--- src/rtl/rx_dma_pkg.sv ---
// Shared RX DMA types and constants: state encoding, header size,
// chunk limits and a qword-to-byte address helper.
package rx_dma_pkg;

    localparam int HP_SIZE_LOG2_DEF = 21;
    localparam int HDR_QW = 1;
    localparam int MAX_CHUNK_QW = 512;
    localparam int CHUNK_QW_W = 10;

    typedef enum logic [2:0] {
        S_WAIT,
        S_IDLE,
        S_GRANT,
        S_BUSY,
        S_CLOSE,
        S_FREE
    } hp_state_e;

    // Byte address of a qword offset inside a page (full 64-bit carry).
    function automatic logic [63:0] qw_addr(
        input logic [63:0] base,
        input logic [31:0] qw
    );
        return base + {29'd0, qw, 3'd0};
    endfunction

endpackage

--- src/rtl/rx_huge_page_sched_if.sv ---
// Chunk and page-close handshakes between the huge-page scheduler
// (slave) and the RX TLP write engine (master). QW_W = HP_SIZE_LOG2-2.
interface rx_huge_page_sched_if #(
    parameter int QW_W = 19
);
    import rx_dma_pkg::*;

    logic                  chunk_req;
    logic [CHUNK_QW_W-1:0] chunk_qw;
    logic                  chunk_gnt;
    logic [63:0]           chunk_addr;
    logic                  chunk_done;
    logic                  close_req;
    logic [63:0]           close_addr;
    logic [QW_W-1:0]       close_qw;
    logic                  close_ack;

    modport master (
        output chunk_req, chunk_qw, chunk_done, close_ack,
        input  chunk_gnt, chunk_addr, close_req, close_addr, close_qw
    );

    modport slave (
        input  chunk_req, chunk_qw, chunk_done, close_ack,
        output chunk_gnt, chunk_addr, close_req, close_addr, close_qw
    );

endinterface

--- src/rtl/rx_hp_idle_timer.sv ---
// Idle cycle counter for the open huge page.
// Ports: trn_clk, reset, clr (to 0, wins), en (count up), expired.
module rx_hp_idle_timer #(
    parameter int TIMEOUT = 2048
) (
    input  logic trn_clk,
    input  logic reset,
    input  logic clr,
    input  logic en,
    output logic expired
);

    localparam int TW = $clog2(TIMEOUT + 1);

    logic [TW-1:0] count;

    always_ff @(posedge trn_clk) begin
        if (reset || clr) begin
            count <= '0;
        end else if (en) begin
            count <= count + TW'(1);
        end
    end

    assign expired = (count == TW'(TIMEOUT - 1));

endmodule

--- src/rtl/rx_huge_page_sched.sv ---
// Alternates between the two driver-armed huge pages and hands out host
// write addresses for RX DMA chunks; qword 0 of each page holds a header
// written at close. Ports: trn_clk, reset, huge_page_addr/status_1/2 in,
// huge_page_free_1/2 pulses out, eng (chunk + close handshakes, slave).
module rx_huge_page_sched
    import rx_dma_pkg::*;
#(
    parameter int HP_SIZE_LOG2 = HP_SIZE_LOG2_DEF,
    parameter int IDLE_TIMEOUT = 2048
) (
    input  logic                 trn_clk,
    input  logic                 reset,
    input  logic [63:0]          huge_page_addr_1,
    input  logic [63:0]          huge_page_addr_2,
    input  logic                 huge_page_status_1,
    input  logic                 huge_page_status_2,
    output logic                 huge_page_free_1,
    output logic                 huge_page_free_2,
    rx_huge_page_sched_if.slave  eng
);

    localparam int OFF_W = HP_SIZE_LOG2 - 2;
    localparam int HP_QW = 2 ** (HP_SIZE_LOG2 - 3);
    localparam logic [OFF_W-1:0] OFF_FIRST = OFF_W'(HDR_QW);

    hp_state_e             state;
    hp_state_e             state_n;
    logic                  cur_page;
    logic [63:0]           base;
    logic [OFF_W-1:0]      offset;
    logic [CHUNK_QW_W-1:0] qw_q;
    logic [63:0]           addr_q;
    logic                  status_cur;
    logic [63:0]           addr_cur;
    logic                  fit;
    logic                  used;
    logic                  tmr_clr;
    logic                  tmr_en;
    logic                  tmr_exp;

    // cur_page: 0 = page 1, 1 = page 2
    assign status_cur = cur_page ? huge_page_status_2 : huge_page_status_1;
    assign addr_cur   = cur_page ? huge_page_addr_2 : huge_page_addr_1;
    assign fit        = (32'(offset) + 32'(eng.chunk_qw)) <= 32'(HP_QW);
    assign used       = (offset != OFF_FIRST);

    // Idle time only counts on a page that already holds data.
    assign tmr_clr = (state == S_WAIT) || (state == S_GRANT);
    assign tmr_en  = (state == S_IDLE) && !eng.chunk_req && used && !tmr_exp;

    rx_hp_idle_timer #(
        .TIMEOUT (IDLE_TIMEOUT)
    ) u_timer (
        .trn_clk (trn_clk),
        .reset   (reset),
        .clr     (tmr_clr),
        .en      (tmr_en),
        .expired (tmr_exp)
    );

    always_ff @(posedge trn_clk) begin
        if (reset) begin
            state    <= S_WAIT;
            cur_page <= 1'b0;
            base     <= '0;
            offset   <= OFF_FIRST;
            qw_q     <= '0;
            addr_q   <= '0;
        end else begin
            state <= state_n;
            unique case (state)
                S_WAIT: begin
                    if (status_cur) begin
                        base   <= addr_cur;
                        offset <= OFF_FIRST;
                    end
                end
                S_IDLE: begin
                    // Address and length latched at the grant decision.
                    if (eng.chunk_req && fit) begin
                        addr_q <= qw_addr(base, 32'(offset));
                        qw_q   <= eng.chunk_qw;
                    end
                end
                S_GRANT: offset <= offset + OFF_W'(qw_q);
                S_FREE:  cur_page <= ~cur_page;
                default: ;
            endcase
        end
    end

    always_comb begin
        state_n          = state;
        eng.chunk_gnt    = 1'b0;
        eng.close_req    = 1'b0;
        eng.close_addr   = '0;
        eng.close_qw     = '0;
        huge_page_free_1 = 1'b0;
        huge_page_free_2 = 1'b0;
        unique case (state)
            S_WAIT: begin
                if (status_cur) state_n = S_IDLE;
            end
            S_IDLE: begin
                // A request always wins over a same-cycle timeout.
                if (eng.chunk_req) begin
                    state_n = fit ? S_GRANT : S_CLOSE;
                end else if (used && tmr_exp) begin
                    state_n = S_CLOSE;
                end
            end
            S_GRANT: begin
                eng.chunk_gnt = 1'b1;
                state_n       = S_BUSY;
            end
            S_BUSY: begin
                if (eng.chunk_done) state_n = S_IDLE;
            end
            S_CLOSE: begin
                eng.close_req  = 1'b1;
                eng.close_addr = base;
                eng.close_qw   = offset - OFF_FIRST;
                if (eng.close_ack) state_n = S_FREE;
            end
            S_FREE: begin
                huge_page_free_1 = !cur_page;
                huge_page_free_2 = cur_page;
                state_n          = S_WAIT;
            end
            default: state_n = S_WAIT;
        endcase
    end

    assign eng.chunk_addr = addr_q;

endmodule

--- src/flat_wrapper.sv ---
// flat-port wrapper written by rule: the top's interface ports become plain ports
module rx_huge_page_sched_flat import rx_dma_pkg::*;
#(
    parameter int HP_SIZE_LOG2 = HP_SIZE_LOG2_DEF,
    parameter int IDLE_TIMEOUT = 2048
)
  (trn_clk, reset, huge_page_addr_1, huge_page_addr_2, huge_page_status_1, huge_page_status_2, huge_page_free_1, huge_page_free_2, eng_chunk_req, eng_chunk_qw, eng_chunk_done, eng_close_ack, eng_chunk_gnt, eng_chunk_addr, eng_close_req, eng_close_addr, eng_close_qw);
  rx_huge_page_sched_if #(.QW_W(((12) - 2))) eng_i ();
  input  logic trn_clk;
  input  logic reset;
  input  logic [63:0] huge_page_addr_1;
  input  logic [63:0] huge_page_addr_2;
  input  logic huge_page_status_1;
  input  logic huge_page_status_2;
  output logic huge_page_free_1;
  output logic huge_page_free_2;
  input wire logic [$bits(eng_i.chunk_req)-1:0] eng_chunk_req;
  input wire logic [$bits(eng_i.chunk_qw)-1:0] eng_chunk_qw;
  input wire logic [$bits(eng_i.chunk_done)-1:0] eng_chunk_done;
  input wire logic [$bits(eng_i.close_ack)-1:0] eng_close_ack;
  output wire logic [$bits(eng_i.chunk_gnt)-1:0] eng_chunk_gnt;
  output wire logic [$bits(eng_i.chunk_addr)-1:0] eng_chunk_addr;
  output wire logic [$bits(eng_i.close_req)-1:0] eng_close_req;
  output wire logic [$bits(eng_i.close_addr)-1:0] eng_close_addr;
  output wire logic [$bits(eng_i.close_qw)-1:0] eng_close_qw;
  assign eng_i.chunk_req = eng_chunk_req;
  assign eng_i.chunk_qw = eng_chunk_qw;
  assign eng_i.chunk_done = eng_chunk_done;
  assign eng_i.close_ack = eng_close_ack;
  assign eng_chunk_gnt = eng_i.chunk_gnt;
  assign eng_chunk_addr = eng_i.chunk_addr;
  assign eng_close_req = eng_i.close_req;
  assign eng_close_addr = eng_i.close_addr;
  assign eng_close_qw = eng_i.close_qw;
  rx_huge_page_sched #(.HP_SIZE_LOG2(HP_SIZE_LOG2), .IDLE_TIMEOUT(IDLE_TIMEOUT)) u_core (.trn_clk(trn_clk), .reset(reset), .huge_page_addr_1(huge_page_addr_1), .huge_page_addr_2(huge_page_addr_2), .huge_page_status_1(huge_page_status_1), .huge_page_status_2(huge_page_status_2), .huge_page_free_1(huge_page_free_1), .huge_page_free_2(huge_page_free_2), .eng(eng_i));
endmodule
--- config.mk ---
export PLATFORM = sky130hd
export DESIGN_NAME = rx_huge_page_sched_flat
export DESIGN_NICKNAME = d
export VERILOG_FILES = /design/src/rtl/rx_dma_pkg.sv /design/src/rtl/rx_huge_page_sched_if.sv /design/src/rtl/rx_hp_idle_timer.sv /design/src/rtl/rx_huge_page_sched.sv /design/src/flat_wrapper.sv
export SDC_FILE = /design/constraint.sdc
export NUM_CORES = 1
export LEC_CHECK = 0
export ABC_AREA = 1
export CAP_MARGIN = 20
export CORE_UTILIZATION = 51
export CTS_BUF_LIST = sky130_fd_sc_hd__clkbuf_16
export CTS_CLUSTER_SIZE = 24
export DETAILED_ROUTE_END_ITERATION = 8
export GPL_TIMING_DRIVEN = 0
export PLACE_DENSITY_LB_ADDON = 0.15
export SYNTH_ARGS = -nofsm -noshare
export SYNTH_HDL_FRONTEND = slang
export SYNTH_SLANG_ARGS = --single-unit
--- constraint.sdc ---
create_clock -name trn_clk -period 3.8 [get_ports trn_clk]
set_clock_uncertainty 0.1 [all_clocks]
set_input_delay 0.38 -clock trn_clk [delete_from_list [all_inputs] [get_ports trn_clk]]
set_output_delay 0.38 -clock trn_clk [all_outputs]
set_load 0.02 [all_outputs]
==> run_results.csv <==
group,metric,value,unit
logic_synthesis,synth.most_common_cell,"nand2_1",
detailed_routing,routedWlPerCell,17.3,µm
power_and_ir_drop,total_power,6.88,mW
logic_synthesis,synth_seq_area_share,29.1,%
clocking,cts_made_buffers,17,
clocking,htreeDepth,4,
placed_design,io_buffers,285,
global_routing,grt_use_total,37.5,%
clocking,cts-root-buf,"clkbuf_16",
logic_synthesis,synth_ff_type,"dfxtp_1",
logic_synthesis,synth_edf_count,0,
global_routing,grt_first_pass_wirelength,69200,µm
timing,fin_hold_ws,247,ps
critical_path,crit_fanout,10,
cells_and_area,nNetsFinal,2481,
critical_path,cp.arrival,3120,ps
global_routing,grt_max_degree,19,
logic_synthesis,ys_warn_count,0,
clocking,cts_setup_buffers,0,
timing,period_needed,3600,ps
cells_and_area,areaGrowthSynthToFinish,32.2,%
critical_path,worstPathRequired,3320,ps
worst_hold_path,hp-class,"in -> reg",
flow_run,drv_cap,0,
critical_path,worstSetupPathType,"reg -> out",
floorplanning,die_y,155,µm
logic_synthesis,synth_common_cells,"552 x nand2_1, 293 x inv_1, 269 x nor2_1, 173 x dfxtp_1, 106 x o21ai_0",
outcome,status,"finished, final reports clean",
global_routing,overflow,0,
detailed_routing,viasPerCell,5.41,
logic_synthesis,synth-async-reset-ratio,0,%
detailed_routing,dr.pass1.iters,6,
timing,hold_viol_final,0,
floorplanning,core,22800,µm²
timing,max_freq,277,MHz
placed_design,hpwlAfterDp,36400,µm
power_and_ir_drop,sw_frac_of_total,40.8,%
detailed_routing,vias,14156,
global_routing,antenna_found_initial,2,
clocking,clk_pin_slew,80,ps
power_and_ir_drop,seqPwrFrac,36.2,%
placed_design,routabilityCongestion,1.01,
timing,relSlewSlack,29.0,%
logic_synthesis,ys_ff_latch,173,
clocking,clock_sinks,173,
clocking,clk_latency,440,ps
floorplanning,start_util,52.3,%
power_and_ir_drop,leakagePower,7.06,nW
timing,setup_tns,0,ps
critical_path,critPathCaptureType,"output port",
cells_and_area,drive_gt1_share,3.82,%
placed_design,placed_cell_area,15200,µm²
clocking,clk_path_buf_depth,2,
detailed_routing,drtIter0Drc,1510,
detailed_routing,ant_nets,0,
cells_and_area,fin_util,69.2,%
timing,min_period_over_period,94.9,%
floorplanning,rows,55,
logic_synthesis,syn_area,11900,µm²
power_and_ir_drop,ir_worst_vdd,0.321,mV
logic_synthesis,avgSynthCellArea,6.00,µm²
clocking,cts_tree,"yes",
logic_synthesis,synth_area_leaders,"dfxtp_1 29%, nand2_1 17%, inv_1 9.2%, nor2_1 8.5%, o21ai_0 4.5%",
power_and_ir_drop,p_int,4.07,mW
power_and_ir_drop,p_comb_share,37.2,%
detailed_routing,drc,0,
floorplanning,die_w,155,µm
logic_synthesis,synth_nets,2177,
power_and_ir_drop,power_density,436,nW/µm²
floorplanning,pin_count,287,
logic_synthesis,synth_top_cell_area_share,29.1,%
power_and_ir_drop,power.clock.fraction,26.6,%
logic_synthesis,synthCells,1987,
detailed_routing,routed_wirelength,45300,µm
timing,worst_pin_slew,1070,ps
timing,drv_slew,0,
logic_synthesis,synth_top_cell_by_area,"dfxtp_1",
logic_synthesis,ys_types,38,
timing,rsz0062_at_grt,"no",
power_and_ir_drop,power.net_switching,2.81,mW
cells_and_area,fin_area,15800,µm²
floorplanning,die_area,24000,µm²
critical_path,critPathLaunchType,"register",
global_routing,grt_pass1_vias,13119,
timing,setup_viol,0,
-- metal layers --
layer  track usage (%)  part of all wire (%)  up-vias
met4              14.5                   3.4        2
met2              61.1                    45      774
met1              48.0                    41     6361
li1                  -                     -     6909
met5                 0                 0.033        -
met3              8.55                    10      110
-- sequential cells by signal (all words and copies together), names as in the netlist --
signal,count
u_core.eng.chunk_addr,64
u_core.qw_q,10
u_core.offset,19
u_core.u_timer.count,12
u_core.base,64
u_core.state,3
u_core.cur_page,1
-- power by group through the flow --
stage / Clock, mW / Sequential (mW) / Combinational (mW)
after floorplan: 0 / 2.56 / 1.41
after global placement: 0 / 2.51 / 2.45
after detailed placement: 0 / 2.51 / 2.50
after CTS: 1.82 / 2.48 / 2.52
after global routing: 1.90 / 2.52 / 2.80
final: 1.83 / 2.49 / 2.56
-- layout make-up --
class	count	area [µm²]
multi-input combinational	1406	6850
antenna	1	2.50
buffer	82	379
clock inverter	15	170
sequential	173	3460
inverter	326	1220
fill	2032	7020
timing repair buffer	285	2850
tap	313	392
clock buffer	17	425
-- worst paths after layout --
check / start / to / slack (ps) / cells after the start
hold reg to reg: u_core.u_timer.count[1]$_SDFFE_PP0P_ / u_core.u_timer.count[1]$_SDFFE_PP0P_ / 390 / 2
setup / recovery: u_core.state[1]$_SDFFE_PP0P_ / eng_close_addr[13] / 200 / 6
setup reg to reg: u_core.offset[0]$_SDFFE_PP1P_ / u_core.eng.chunk_addr[45]$_SDFFE_PP0P_ / 250 / 17
hold / removal: reset / u_core.offset[11]$_SDFFE_PP0P_ / 250 / 2
-- cell families (layout without fill, tap and decap cells) --
| group | Yosys count | after routing | synth area share, % |
|---|---|---|---|
| AND/OR/NAND/NOR | 1040 | 1040 | 36.1 |
| buffers and inverters | 408 | 725 | 13.4 |
| adder cells (fa/ha/maj) | 45 | 45 | 4.91 |
| flip-flops | 173 | 173 | 29.1 |
| other | 0 | 1 | 0 |
| XOR/XNOR | 59 | 59 | 4.34 |
| AO/OA/AOI/OAI | 262 | 262 | 12.1 |
-- what timing repair did --
| action | CTS | global route |
|---|---|---|
| hold buffers | 0 | 0 |
| resized for setup | 0 | 1 |
| setup endpoints to repair | 0 | 2 |
-- placed cells by master, fill, tap and decap left out, drive strengths merged, types with 7 or more instances in the layout --
master and n:
a31oi 72, inv 333, clkdlybuf4s50 285, a21oi 67
clkbuf 77, nand2 553, clkinv 7, nand4 68
ha 42, buf 22, nor2 269, o21ai 107
or2 9, xnor2 14, xor2 45, dfxtp 173
nand3 80, nor4 13, nor3 40
-- critical path, cell delays in order, from the launching register on --
cell	delay [ps]
dfxtp_1	370
nor2_1	70
nand2_1	70
clkbuf_1	790
clkbuf_1	590
nor2_1	200
clkdlybuf4s50_1	590
-- stage by stage --
stage               setup slack (ps)  cells
global placement                21.2   2585
global route                    49.6   2618
detailed placement              13.6   2585
CTS                              313   2617
floorplan                       1080   1987
finish                           195   2618
No activity file was read; power rests on OpenSTA's default activity.
